$ cat config.mk
export PLATFORM = sky130hd
export DESIGN_NAME = fwd_hazard_unit_n_flat
export DESIGN_NICKNAME = d
export VERILOG_FILES = /design/src/rtl/fwd_hazard_unit_n_if.sv /design/src/rtl/fwd_hazard_unit_n.sv /design/src/flat_wrapper.sv
export SDC_FILE = /design/constraint.sdc
export NUM_CORES = 1
export LEC_CHECK = 0
export CAP_MARGIN = 20
export CORE_ASPECT_RATIO = 1.1
export CORE_MARGIN = 2
export CORE_UTILIZATION = 25
export CTS_CLUSTER_SIZE = 20
export DETAILED_ROUTE_END_ITERATION = 6
export PLACE_DENSITY_LB_ADDON = 0.12
export SLEW_MARGIN = 20
export SYNTH_ARGS = -nofsm -noshare
export SYNTH_HDL_FRONTEND = slang
export SYNTH_SLANG_ARGS = --single-unit
export TNS_END_PERCENT = 100
$ cat constraint.sdc
create_clock -name clk -period 8.14 [get_ports clk]
set_input_delay 2.442 -clock clk [delete_from_list [all_inputs] [get_ports clk]]
set_output_delay 2.442 -clock clk [all_outputs]
set_load 0.05 [all_outputs]
$ cat src/rtl/fwd_hazard_unit_n_if.sv
// Operand/stage bus between the ID-stage pipeline control and the forwarding/hazard unit.
// The pipeline side is the master; the unit is the slave.
interface fwd_hazard_unit_n_if #(
  parameter int REG_AW  = 4,
  parameter int NUM_SRC = 3,
  parameter int NUM_STG = 3,
  parameter int CNT_W   = 16
);
  localparam int SEL_W = $clog2(NUM_STG + 1);

  logic                       fwd_en;
  logic                       flush;
  logic [NUM_SRC*REG_AW-1:0]  src_addr;
  logic [NUM_SRC-1:0]         src_vld;
  logic [NUM_STG*REG_AW-1:0]  stg_dest;
  logic [NUM_STG-1:0]         stg_wb_en;
  logic [NUM_STG-1:0]         stg_mem_r_en;
  logic [NUM_SRC*SEL_W-1:0]   fwd_sel;
  logic                       stall;
  logic [CNT_W-1:0]           stall_cnt;

  modport master (
    output fwd_en, flush, src_addr, src_vld, stg_dest, stg_wb_en, stg_mem_r_en,
    input  fwd_sel, stall, stall_cnt
  );

  modport slave (
    input  fwd_en, flush, src_addr, src_vld, stg_dest, stg_wb_en, stg_mem_r_en,
    output fwd_sel, stall, stall_cnt
  );
endinterface

$ cat src/rtl/fwd_hazard_unit_n.sv
// Forwarding + hazard unit: per-operand bypass selects (nearest producer wins) and a
// pipeline stall, with a small FSM that stretches load-use stalls to LOAD_LAT cycles.
//   state | meaning
//   IDLE  | stall follows the combinational hazard
//   HOLD  | load-use stall in progress, hold_cnt cycles left
module fwd_hazard_unit_n #(
  parameter int REG_AW   = 4,
  parameter int NUM_SRC  = 3,
  parameter int NUM_STG  = 3,
  parameter int LOAD_LAT = 1,
  parameter int CNT_W    = 16
) (
  input  logic               clk,
  input  logic               rst,
  fwd_hazard_unit_n_if.slave hz
);
  localparam int SEL_W  = $clog2(NUM_STG + 1);
  localparam int HOLD_W = $clog2(LOAD_LAT + 1);

  typedef enum logic {IDLE, HOLD} state_t;

  state_t                   state_q, state_d;
  logic [HOLD_W-1:0]        hold_cnt_q, hold_cnt_d;
  logic [CNT_W-1:0]         stall_cnt_q, stall_cnt_d;
  logic [NUM_SRC*SEL_W-1:0] fwd_sel;
  logic                     hazard;
  logic                     load_use;
  logic                     stall;

  // A load in the winning stage blocks the bypass; older stages never get a look-in.
  always_comb begin : match_p
    logic hit;
    hit      = 1'b0;
    fwd_sel  = '0;
    hazard   = 1'b0;
    load_use = 1'b0;
    for (int i = 0; i < NUM_SRC; i++) begin
      hit = 1'b0;
      for (int k = 0; k < NUM_STG; k++) begin
        if (!hit && hz.src_vld[i] && hz.stg_wb_en[k] &&
            (hz.stg_dest[k*REG_AW +: REG_AW] == hz.src_addr[i*REG_AW +: REG_AW])) begin
          hit = 1'b1;
          if (!hz.fwd_en) begin
            hazard = 1'b1;
          end else if (hz.stg_mem_r_en[k]) begin
            hazard   = 1'b1;
            load_use = 1'b1;
          end else begin
            fwd_sel[i*SEL_W +: SEL_W] = SEL_W'(k + 1);
          end
        end
      end
    end
  end

  always_comb begin : fsm_p
    state_d     = state_q;
    hold_cnt_d  = hold_cnt_q;
    stall       = 1'b0;
    if (hz.flush) begin
      state_d    = IDLE;
      hold_cnt_d = '0;
    end else begin
      case (state_q)
        IDLE: begin
          stall = hazard;
          if (load_use && (LOAD_LAT > 1)) begin
            state_d    = HOLD;
            hold_cnt_d = HOLD_W'(LOAD_LAT - 1);
          end
        end
        HOLD: begin
          stall      = 1'b1;
          hold_cnt_d = hold_cnt_q - HOLD_W'(1);
          if (hold_cnt_q == HOLD_W'(1)) state_d = IDLE;
        end
        default: state_d = IDLE;
      endcase
    end
    stall_cnt_d = stall_cnt_q;
    if (stall && (stall_cnt_q != {CNT_W{1'b1}})) stall_cnt_d = stall_cnt_q + CNT_W'(1);
  end

  always_ff @(posedge clk or negedge rst) begin
    if (!rst) begin
      state_q     <= IDLE;
      hold_cnt_q  <= '0;
      stall_cnt_q <= '0;
    end else begin
      state_q     <= state_d;
      hold_cnt_q  <= hold_cnt_d;
      stall_cnt_q <= stall_cnt_d;
    end
  end

  assign hz.fwd_sel   = fwd_sel;
  assign hz.stall     = stall;
  assign hz.stall_cnt = stall_cnt_q;
endmodule
$ cat src/flat_wrapper.sv
// flat-port wrapper written by rule: the top's interface ports become plain ports
module fwd_hazard_unit_n_flat 
#(
  parameter int REG_AW   = 4,
  parameter int NUM_SRC  = 3,
  parameter int NUM_STG  = 3,
  parameter int LOAD_LAT = 1,
  parameter int CNT_W    = 16
)
  (clk, rst, hz_fwd_en, hz_flush, hz_src_addr, hz_src_vld, hz_stg_dest, hz_stg_wb_en, hz_stg_mem_r_en, hz_fwd_sel, hz_stall, hz_stall_cnt);
  fwd_hazard_unit_n_if #(.REG_AW(REG_AW), .NUM_SRC(NUM_SRC), .NUM_STG(NUM_STG), .CNT_W(CNT_W)) hz_i ();
  input  logic clk;
  input  logic rst;
  input wire logic [$bits(hz_i.fwd_en)-1:0] hz_fwd_en;
  input wire logic [$bits(hz_i.flush)-1:0] hz_flush;
  input wire logic [$bits(hz_i.src_addr)-1:0] hz_src_addr;
  input wire logic [$bits(hz_i.src_vld)-1:0] hz_src_vld;
  input wire logic [$bits(hz_i.stg_dest)-1:0] hz_stg_dest;
  input wire logic [$bits(hz_i.stg_wb_en)-1:0] hz_stg_wb_en;
  input wire logic [$bits(hz_i.stg_mem_r_en)-1:0] hz_stg_mem_r_en;
  output wire logic [$bits(hz_i.fwd_sel)-1:0] hz_fwd_sel;
  output wire logic [$bits(hz_i.stall)-1:0] hz_stall;
  output wire logic [$bits(hz_i.stall_cnt)-1:0] hz_stall_cnt;
  assign hz_i.fwd_en = hz_fwd_en;
  assign hz_i.flush = hz_flush;
  assign hz_i.src_addr = hz_src_addr;
  assign hz_i.src_vld = hz_src_vld;
  assign hz_i.stg_dest = hz_stg_dest;
  assign hz_i.stg_wb_en = hz_stg_wb_en;
  assign hz_i.stg_mem_r_en = hz_stg_mem_r_en;
  assign hz_fwd_sel = hz_i.fwd_sel;
  assign hz_stall = hz_i.stall;
  assign hz_stall_cnt = hz_i.stall_cnt;
  fwd_hazard_unit_n #(.REG_AW(REG_AW), .NUM_SRC(NUM_SRC), .NUM_STG(NUM_STG), .LOAD_LAT(LOAD_LAT), .CNT_W(CNT_W)) u_core (.clk(clk), .rst(rst), .hz(hz_i));
endmodule
==> results.sh, run 1 <==
export IMPL_status="finished, final reports clean"
export IMPL_syn_to_final_growth_pct=49.9
export IMPL_fmax_mhz=131
export IMPL_drt_first_pass_iters=4
export IMPL_ys_seq_area_frac=0.309
export IMPL_final_max_slew_violation_count=0
export IMPL_hold_buffers=0
export IMPL_rsz0062_at_grt="false"
export IMPL_placed_area_mm2=0.00213
export IMPL_cts_reportedPaths_clkPinSlew_ns=0.07
export IMPL_htree_num_levels=1
export IMPL_wire_per_inst_um=12.5
export IMPL_io_pins=60
export IMPL_overflow=0
export IMPL_worstPathArrival_ns=5.19
export IMPL_cp_endpoint="hz_stall"
export IMPL_dpl_hpwl_um=3120
export IMPL_drc_errors=0
export IMPL_finalSetupViolations=0
export IMPL_placementRows=29
export IMPL_async_flop_share=1.00
export IMPL_p_leak_nw=0.832
export IMPL_n_antenna_cell=0
export IMPL_drtAntennaViolNets=0
export IMPL_syn_area_mm2=0.00146
export IMPL_final_hold_viol_count=0
export IMPL_post_cts_resized=0
export IMPL_vias=1373
export IMPL_final_area_mm2=0.00218
export IMPL_peakVddDrop_v=0.0000973
export IMPL_viasPerCell=4.67
export IMPL_clkLatencyLatePin_ns=0.25
export IMPL_cts_sinks=18
export IMPL_cts_setup_buffers=0
export IMPL_powerDensity_mw_per_mm2=137
export IMPL_ys_flop_type="dfrtp_1"
export IMPL_period_share=0.938
export IMPL_grt_pass1_wl_um=6270
export IMPL_crit_required_ns=5.70
export IMPL_finalPower_uw=300
export IMPL_grt_max_degree=19
export IMPL_min_path_type="flip-flop to flip-flop"
export IMPL_die_h_um=84.1
export IMPL_crit_start="hz_stg_dest[10]"
export IMPL_ys_warn_count=0
export IMPL_regToRegEndpoint="u_core.hz.stall_cnt[1]"
export IMPL_timing_rr_start="u_core.hz.stall_cnt[4]"
export IMPL_critPathMaxFanout=3
export IMPL_grt_pass1_vias=1390
export IMPL_numPortBuffers=59
export IMPL_rrSetupSlack_ns=5.68
export IMPL_core_mm2=0.00570
export IMPL_postSynthAreaPerCell_um2=9.34
export IMPL_ys_types=35
export IMPL_ctsRootBufferMaster="clkbuf_8"
export IMPL_nNetsFinal=256
export IMPL_synthesis_nets=194
export IMPL_start_kind="primary input"
export IMPL_worst_pin_slew_ns=0.802
export IMPL_grt_usage=0.119
export IMPL_initial_core_util=0.256
export IMPL_fp_dieW_um=76.8
export IMPL_fin_skew_ns=0.00321
export IMPL_cts_tree="done"
export IMPL_antenna_found_initial=0
export IMPL_drt_wl_total_um=3690
export IMPL_drt_iter0_markers=29
export IMPL_slew_limit_headroom=0.464
export IMPL_hp_start="u_core.hold_cnt_q"
export IMPL_routabilityCongestion=0.785
export IMPL_synth_edff_count=0
export IMPL_drive_gt1_frac=0.0553
export IMPL_drv_cap=0
export IMPL_fin_tns_setup_ns=0
export IMPL_cp_end_kind="primary output"
export IMPL_finalCriticalPeriod_ns=7.63
export IMPL_cts_made_buffers=3
export IMPL_r2r_cells=7
export IMPL_path_class="primary input to primary output"
export IMPL_die_area_mm2=0.00646
export IMPL_ys_ff_latch=18
export IMPL_syn_inst=156
export IMPL_clock_path_buffers=2
==> worst min path at each step <==
stage                     end  slack [ns]  depth (start not counted)
6_report       u_core.state_q        0.45                          1
3_3_place_gp   u_core.state_q        0.45                          1
3_5_place_dp   u_core.state_q        0.45                          1
4_1_cts        u_core.state_q        0.46                          1
2_1_floorplan  u_core.state_q        0.42                          1
5_1_grt        u_core.state_q        0.49                          1
==> placed cells by master (no fill, tap or decap), drive strengths merged, types with 2 or more instances in the layout <==
master,Yosys,layout
nand4,9,9
nand3,12,12
and2,2,2
and3,7,7
o21ai,2,2
inv,4,4
a311o,2,2
xor2,25,25
nand2,11,11
nor2,5,5
o21bai,2,2
nor4,4,4
a31oi,2,2
xnor2,27,27
dfrtp,18,18
nor3,6,6
clkdlybuf4s50,0,59
clkbuf,1,4
nor2b,2,2
nand2b,2,2
==> cell type report <==
cell class,count,area [um^2]
fill,600,3510
multi-input combinational,132,977
timing repair buffer,59,591
sequential,18,450
tap,77,96.3
clock buffer,4,55.1
inverter,4,15.0
==> per-layer routing <==
metal | wire length, um | up-vias | track usage
met5 | 0 | - | 0
met4 | 66 | 0 | 0.0413
met3 | 205 | 6 | 0.0206
li1 | - | 674 | -
met2 | 1710 | 54 | 0.196
met1 | 1710 | 639 | 0.157
==> power breakdown <==
group	leakage [nW]	internal [mW]	switching [mW]
clock	0.0288	0.0430	0.0297
sequential	0.246	0.0983	0.0101
combinational	0.557	0.0508	0.0681
total	0.832	0.192	0.108
==> stage by stage <==
stage	cells	hold WS, ns	util	worst slack (ns)
after floorplan	156	0.421	-	1.58
after global placement	290	0.447	0.374	0.539
after detailed placement	290	0.445	0.374	0.506
after CTS	294	0.461	0.383	0.491
after global routing	294	0.494	0.383	0.407
final	294	0.453	0.383	0.506
==> synthesized netlist by cell type (2+ instances only) <==
cell type  count  share of area
xnor2_1       27           0.16
xor2_1        25           0.15
dfrtp_1       18           0.31
nand2_1       11          0.028
nand4_1        9          0.039
and3_1         7          0.030
nand3_1        7          0.024
nand3_2        5          0.034
nor2_1         5          0.013
nor3_1         5          0.017
inv_1          4          0.010
nor4_1         4          0.017
a311o_1        2          0.014
and2_1         2         0.0086
nand2b_1       2         0.0086
nor2b_1        2         0.0086
o21ai_0        2         0.0069
o21bai_1       2          0.010
==> critical path: stages <==
cell	delay, ns
clkdlybuf4s50_1	0.48
xor2_1	0.21
nor3_2	0.20
o2111ai_1	0.17
a311o_1	0.36
a311o_1	0.41
nand3_1	0.11
clkdlybuf4s50_1	0.80
==> logic make-up after synthesis <==
family | synth area share
AOI/OAI and AO/OA | 0.0841
xor gates and xnor gates | 0.312
adders and majority gates | 0.00858
buffers and inverters | 0.0206
DFF | 0.309
muxes | 0.00772
and+or+nand+nor | 0.258
==> state kept, by name, summed over array words and instances (netlist names) <==
register             count
u_core.hold_cnt_q        1
u_core.state_q           1
u_core.hz.stall_cnt     16
(Power assumes the default switching activity.)
==> run 2: changes to the inputs <==
Settings changed: GPL_TIMING_DRIVEN set to 0.
==> results.sh, run 2 (synthesis gave the netlist of run 1 again) <==
export IMPL_status="finished, final reports clean"
export IMPL_grt_pass1_vias=1411
export IMPL_finalCriticalPeriod_ns=7.68
export IMPL_clock_path_buffers=2
export IMPL_worstPathArrival_ns=5.24
export IMPL_antenna_found_initial=0
export IMPL_drt_wl_total_um=3750
export IMPL_cts_sinks=18
export IMPL_io_pins=60
export IMPL_largest_reg_flops=16
export IMPL_core_mm2=0.00570
export IMPL_drv_cap=0
export IMPL_powerDensity_mw_per_mm2=132
export IMPL_regToRegEndpoint="u_core.hz.stall_cnt[5]"
export IMPL_routabilityCongestion=0.794
export IMPL_fin_ws_ns=0.461
export IMPL_final_common_cell="clkdlybuf4s50_1"
export IMPL_clkLatencyLatePin_ns=0.25
export IMPL_slowest_delay_ns=0.80
export IMPL_worst_pin_slew_ns=0.809
export IMPL_crit_slowest_cell="clkdlybuf4s50_1"
export IMPL_drive_gt1_frac=0.0550
export IMPL_wire_per_inst_um=12.7
export IMPL_crit_required_ns=5.70
export IMPL_nNetsFinal=258
export IMPL_final_cell_mix="clkdlybuf4s50_1, xnor2_1, xor2_1"
export IMPL_finalPower_uw=288
export IMPL_drtAntennaViolNets=0
export IMPL_cts_tree="done"
export IMPL_placed_area_mm2=0.00214
export IMPL_path_cells="clkdlybuf4s50_1, xor2_1, nor3_2, o2111ai_1, a311o_1, a311o_1, nand3_1, clkdlybuf4s50_1"
export IMPL_period_share=0.943
export IMPL_hold_buffers=0
export IMPL_overflow=0
export IMPL_drt_first_pass_iters=4
export IMPL_finalNonFillerCells=295
export IMPL_rsz0062_at_grt="false"
export IMPL_placementRows=29
export IMPL_cts_made_buffers=3
export IMPL_n_antenna_cell=0
export IMPL_dp_cells=292
export IMPL_die_h_um=84.1
export IMPL_critPathMaxFanout=3
export IMPL_fin_tns_setup_ns=0
export IMPL_die_area_mm2=0.00646
export IMPL_grt_max_degree=19
export IMPL_vias=1343
export IMPL_r2r_cells=9
export IMPL_holdPathStages=1
export IMPL_final_core_util=0.384
export IMPL_viasPerCell=4.55
export IMPL_dp_slack_ns=0.446
export IMPL_grt_usage=0.121
export IMPL_holdWs_ns=0.454
export IMPL_post_cts_resized=0
export IMPL_timing_rr_start="u_core.hz.stall_cnt[4]"
export IMPL_final_hold_viol_count=0
export IMPL_grt_pass1_wl_um=6390
export IMPL_path_class="primary input to primary output"
export IMPL_p_leak_nw=0.832
export IMPL_dpl_hpwl_um=3230
export IMPL_fin_skew_ns=0.00170
export IMPL_drc_errors=0
export IMPL_hp_start="u_core.hold_cnt_q"
export IMPL_peakVddDrop_v=0.0000813
export IMPL_drt_iter0_markers=32
export IMPL_htree_num_levels=1
export IMPL_syn_to_final_growth_pct=50.0
export IMPL_numPortBuffers=59
export IMPL_fp_dieW_um=76.8
export IMPL_slew_limit_headroom=0.459
export IMPL_final_area_mm2=0.00219
export IMPL_final_max_slew_violation_count=0
export IMPL_ctsRootBufferMaster="clkbuf_8"
export IMPL_rrSetupSlack_ns=5.82
export IMPL_fillers=597
export IMPL_min_to="u_core.state_q"
export IMPL_finalSetupViolations=0
export IMPL_fmax_mhz=130
export IMPL_min_path_type="flip-flop to flip-flop"
export IMPL_initial_core_util=0.256
export IMPL_cp_end_kind="primary output"
export IMPL_start_kind="primary input"
export IMPL_cts_reportedPaths_clkPinSlew_ns=0.06
export IMPL_cts_setup_buffers=0
-- run 2: power breakdown --
group	total, mW	internal, mW	switching (mW)
sequential	0.108	0.0984	0.00982
clock	0.0599	0.0328	0.0271
combinational	0.120	0.0515	0.0684
total	0.288	0.183	0.105
-- run 2: area by class of cell --
cell class / instances / area, um^2 / share of cell area
buffer: 2 / 15.0 / 0.00687
clock buffer: 3 / 41.3 / 0.0189
inverter: 4 / 15.0 / 0.00687
multi-input combinational: 132 / 977 / 0.447
sequential: 18 / 450 / 0.206
tap: 77 / 96.3 / 0.0441
timing repair buffer: 59 / 591 / 0.270
-- run 2: how the worst max path moves through the flow --
stage	startpoint	to	slack [ns]	cells after the start
after floorplan	hz_src_addr[9]	hz_fwd_sel[5]	1.58	4
after global placement	hz_stg_dest[10]	hz_stall	0.43	8
after detailed placement	hz_stg_dest[10]	hz_stall	0.45	8
after CTS	hz_stg_dest[10]	hz_stall	0.44	8
after global routing	hz_stg_dest[10]	hz_stall	0.32	8
final	hz_stg_dest[10]	hz_stall	0.46	8
-- run 2: per-layer routing --
| layer | share of wire | up-vias | GRT usage | wire length [um] |
|---|---|---|---|---|
| met2 | 0.47 | 47 | 0.210 | 1780 |
| met4 | 0.018 | 0 | 0.0446 | 67 |
| met1 | 0.45 | 607 | 0.146 | 1680 |
| met3 | 0.059 | 8 | 0.0260 | 223 |
| li1 | - | 681 | - | - |
| met5 | 0 | - | 0 | 0 |
-- run 2: critical path: cells and delay by family --
family	cells	cell delay [ns]
buf+inv	2	1.29
compound gates	3	0.95
simple gates	2	0.32
xor+xnor	1	0.22
==> run 3: changes to the inputs <==
Settings changed: ABC_AREA set to 1.
==> results.sh, run 3 <==
export IMPL_status="finished, final reports clean"
export IMPL_final_common_cell="nand2_1"
export IMPL_synthTopCellsByCount="nand2_1, inv_1, nor2_1, nand3_1, nand4_1"
export IMPL_syn_inst=319
export IMPL_overflow=0
export IMPL_worst_pin_slew_ns=0.877
export IMPL_powerDensity_mw_per_mm2=117
export IMPL_rsz0062_at_grt="false"
export IMPL_wire_per_inst_um=13.0
export IMPL_fin_ws_ns=0.481
export IMPL_ys_types=30
export IMPL_vias=2187
export IMPL_regToRegEndpoint="u_core.hz.stall_cnt[2]"
export IMPL_yosysMostFrequentCell="nand2_1"
export IMPL_yosysTopAreaCell="nand2_1"
export IMPL_syn_area_mm2=0.00187
export IMPL_fmax_mhz=131
export IMPL_fin_tns_setup_ns=0
export IMPL_worstPathArrival_ns=5.22
export IMPL_peakVddDrop_v=0.000128
export IMPL_min_path_type="flip-flop to flip-flop"
export IMPL_start_kind="primary input"
export IMPL_yosys_top_cells_area="nand2_1, dfrtp_1, inv_1"
export IMPL_async_flop_share=1.00
export IMPL_synthesis_nets=357
export IMPL_fin_skew_ns=0.00670
export IMPL_drtAntennaViolNets=0
export IMPL_routabilityCongestion=0.820
export IMPL_cts_made_buffers=3
export IMPL_htree_num_levels=1
export IMPL_grt_usage=0.149
export IMPL_holdPathStages=2
export IMPL_cp_end_kind="primary output"
export IMPL_drt_wl_total_um=6070
export IMPL_slew_limit_headroom=0.414
export IMPL_yosysTopAreaCellShare=0.245
export IMPL_dpl_hpwl_um=4870
export IMPL_ys_flop_type="dfrtp_1"
export IMPL_clock_path_buffers=2
export IMPL_p_leak_nw=1.32
export IMPL_final_core_util=0.355
export IMPL_viasPerCell=4.67
export IMPL_critPathMaxFanout=10
export IMPL_hp_start="u_core.hold_cnt_q"
export IMPL_final_cell_mix="nand2_1, clkdlybuf4s50_1, inv_1"
export IMPL_placementRows=33
export IMPL_drv_cap=0
export IMPL_numPortBuffers=59
export IMPL_path_class="primary input to primary output"
export IMPL_final_area_mm2=0.00261
export IMPL_crit_required_ns=5.70
export IMPL_min_to="u_core.state_q"
export IMPL_placed_area_mm2=0.00257
export IMPL_drt_first_pass_iters=4
export IMPL_holdWs_ns=0.527
export IMPL_n_antenna_cell=0
export IMPL_final_max_slew_violation_count=0
export IMPL_syn_to_final_growth_pct=39.6
export IMPL_timing_rr_start="u_core.hz.stall_cnt[1]"
export IMPL_antenna_found_initial=0
export IMPL_grt_pass1_wl_um=9900
export IMPL_initial_core_util=0.255
export IMPL_r2r_cells=9
export IMPL_die_h_um=94.8
export IMPL_cts_setup_buffers=0
export IMPL_die_area_mm2=0.00820
export IMPL_ctsRootBufferMaster="clkbuf_8"
export IMPL_drive_gt1_frac=0.0420
export IMPL_postSynthAreaPerCell_um2=5.87
export IMPL_ys_warn_count=0
export IMPL_fillers=815
export IMPL_core_mm2=0.00735
export IMPL_ys_ff_latch=18
export IMPL_nNetsFinal=421
export IMPL_hold_buffers=0
export IMPL_clkLatencyLatePin_ns=0.26
export IMPL_synth_edff_count=0
export IMPL_io_pins=60
export IMPL_final_hold_viol_count=0
export IMPL_grt_max_degree=19
export IMPL_cts_sinks=18
export IMPL_fp_dieW_um=86.5
export IMPL_cts_tree="done"
export IMPL_finalCriticalPeriod_ns=7.66
export IMPL_period_share=0.941
export IMPL_post_cts_resized=0
export IMPL_cts_reportedPaths_clkPinSlew_ns=0.07
export IMPL_finalSetupViolations=0
export IMPL_dp_slack_ns=0.477
export IMPL_rrSetupSlack_ns=6.18
export IMPL_largest_reg_flops=16
export IMPL_drt_iter0_markers=62
export IMPL_grt_pass1_vias=2206
export IMPL_ys_seq_area_frac=0.241
export IMPL_drc_errors=0
run 3: changes by cell type after synthesis, moves of 3 or more:
cell     previous run  this run
a21oi_1             1         6
and3_1              7         1
inv_1               4        39
inv_2               0         4
nand2_1            11       122
nand3_1             7        28
nand3_2             5         1
nand4_1             9        19
nor2_1              5        31
nor3_1              5         2
nor4_1              4         1
o21ai_0             2        10
xnor2_1            27         6
xor2_1             25        10
run 3: critical path, cell delays in order:
cell and delay [ns]:
clkdlybuf4s50_1 0.55, inv_1 0.10, nand2_1 0.07, nand2_1 0.08, nor2_1 0.09, nand3b_1 0.14
nor2_1 0.15, nand2_1 0.07, nand3_1 0.09, nand2_1 0.06, nand3_2 0.18, buf_2 0.26
nand2_1 0.07, inv_1 0.06, clkdlybuf4s50_1 0.79
run 3: worst max-delay path by stage:
| stage | startpoint | to |
|---|---|---|
| 2_1_floorplan | hz_stg_dest[3] | hz_fwd_sel[1] |
| 4_1_cts | hz_src_addr[10] | hz_stall |
| 6_report | hz_src_addr[10] | hz_stall |
| 3_5_place_dp | hz_src_addr[10] | hz_stall |
| 3_3_place_gp | hz_src_addr[10] | hz_stall |
| 5_1_grt | hz_src_addr[9] | hz_stall |
run 3: cell families after synthesis:
family          Yosys count  share of synthesized area
compound gates           23                     0.0682
simple gates            212                      0.500
buf+inv                  49                      0.110
flops                    18                      0.241
xor+xnor                 16                     0.0749
fa+ha+maj                 1                    0.00668
run 3: layout make-up:
| class | count | area (um^2) | share of cell area |
|---|---|---|---|
| Buffer | 5 | 40.0 | 0.0153 |
| Tap cell | 87 | 109 | 0.0417 |
| Timing Repair Buffer | 59 | 591 | 0.226 |
| Sequential cell | 18 | 450 | 0.172 |
| Multi-Input combinational cell | 252 | 1220 | 0.466 |
| Clock buffer | 3 | 41.3 | 0.0158 |
| Inverter | 44 | 165 | 0.0632 |
run 3: metal layers:
layer  vias up  wire length (um)  track usage
li1       1146                 -            -
met1       982              2660        0.176
met2        49              3000        0.274
met3        10               257       0.0175
met4         0               149       0.0534
met5         -                 0            0
run 3: report_power, final:
part	switching [mW]	internal [mW]
combinational	0.0812	0.0510
clock	0.0311	0.0329
sequential	0.0113	0.0974
total	0.123	0.181
run 3: per-stage QoR:
stage / total power, mW / instances
2_1_floorplan: 0.186 / 319
3_3_place_gp: 0.242 / 465
3_5_place_dp: 0.242 / 465
4_1_cts: 0.310 / 468
5_1_grt: 0.328 / 468
6_report: 0.305 / 468
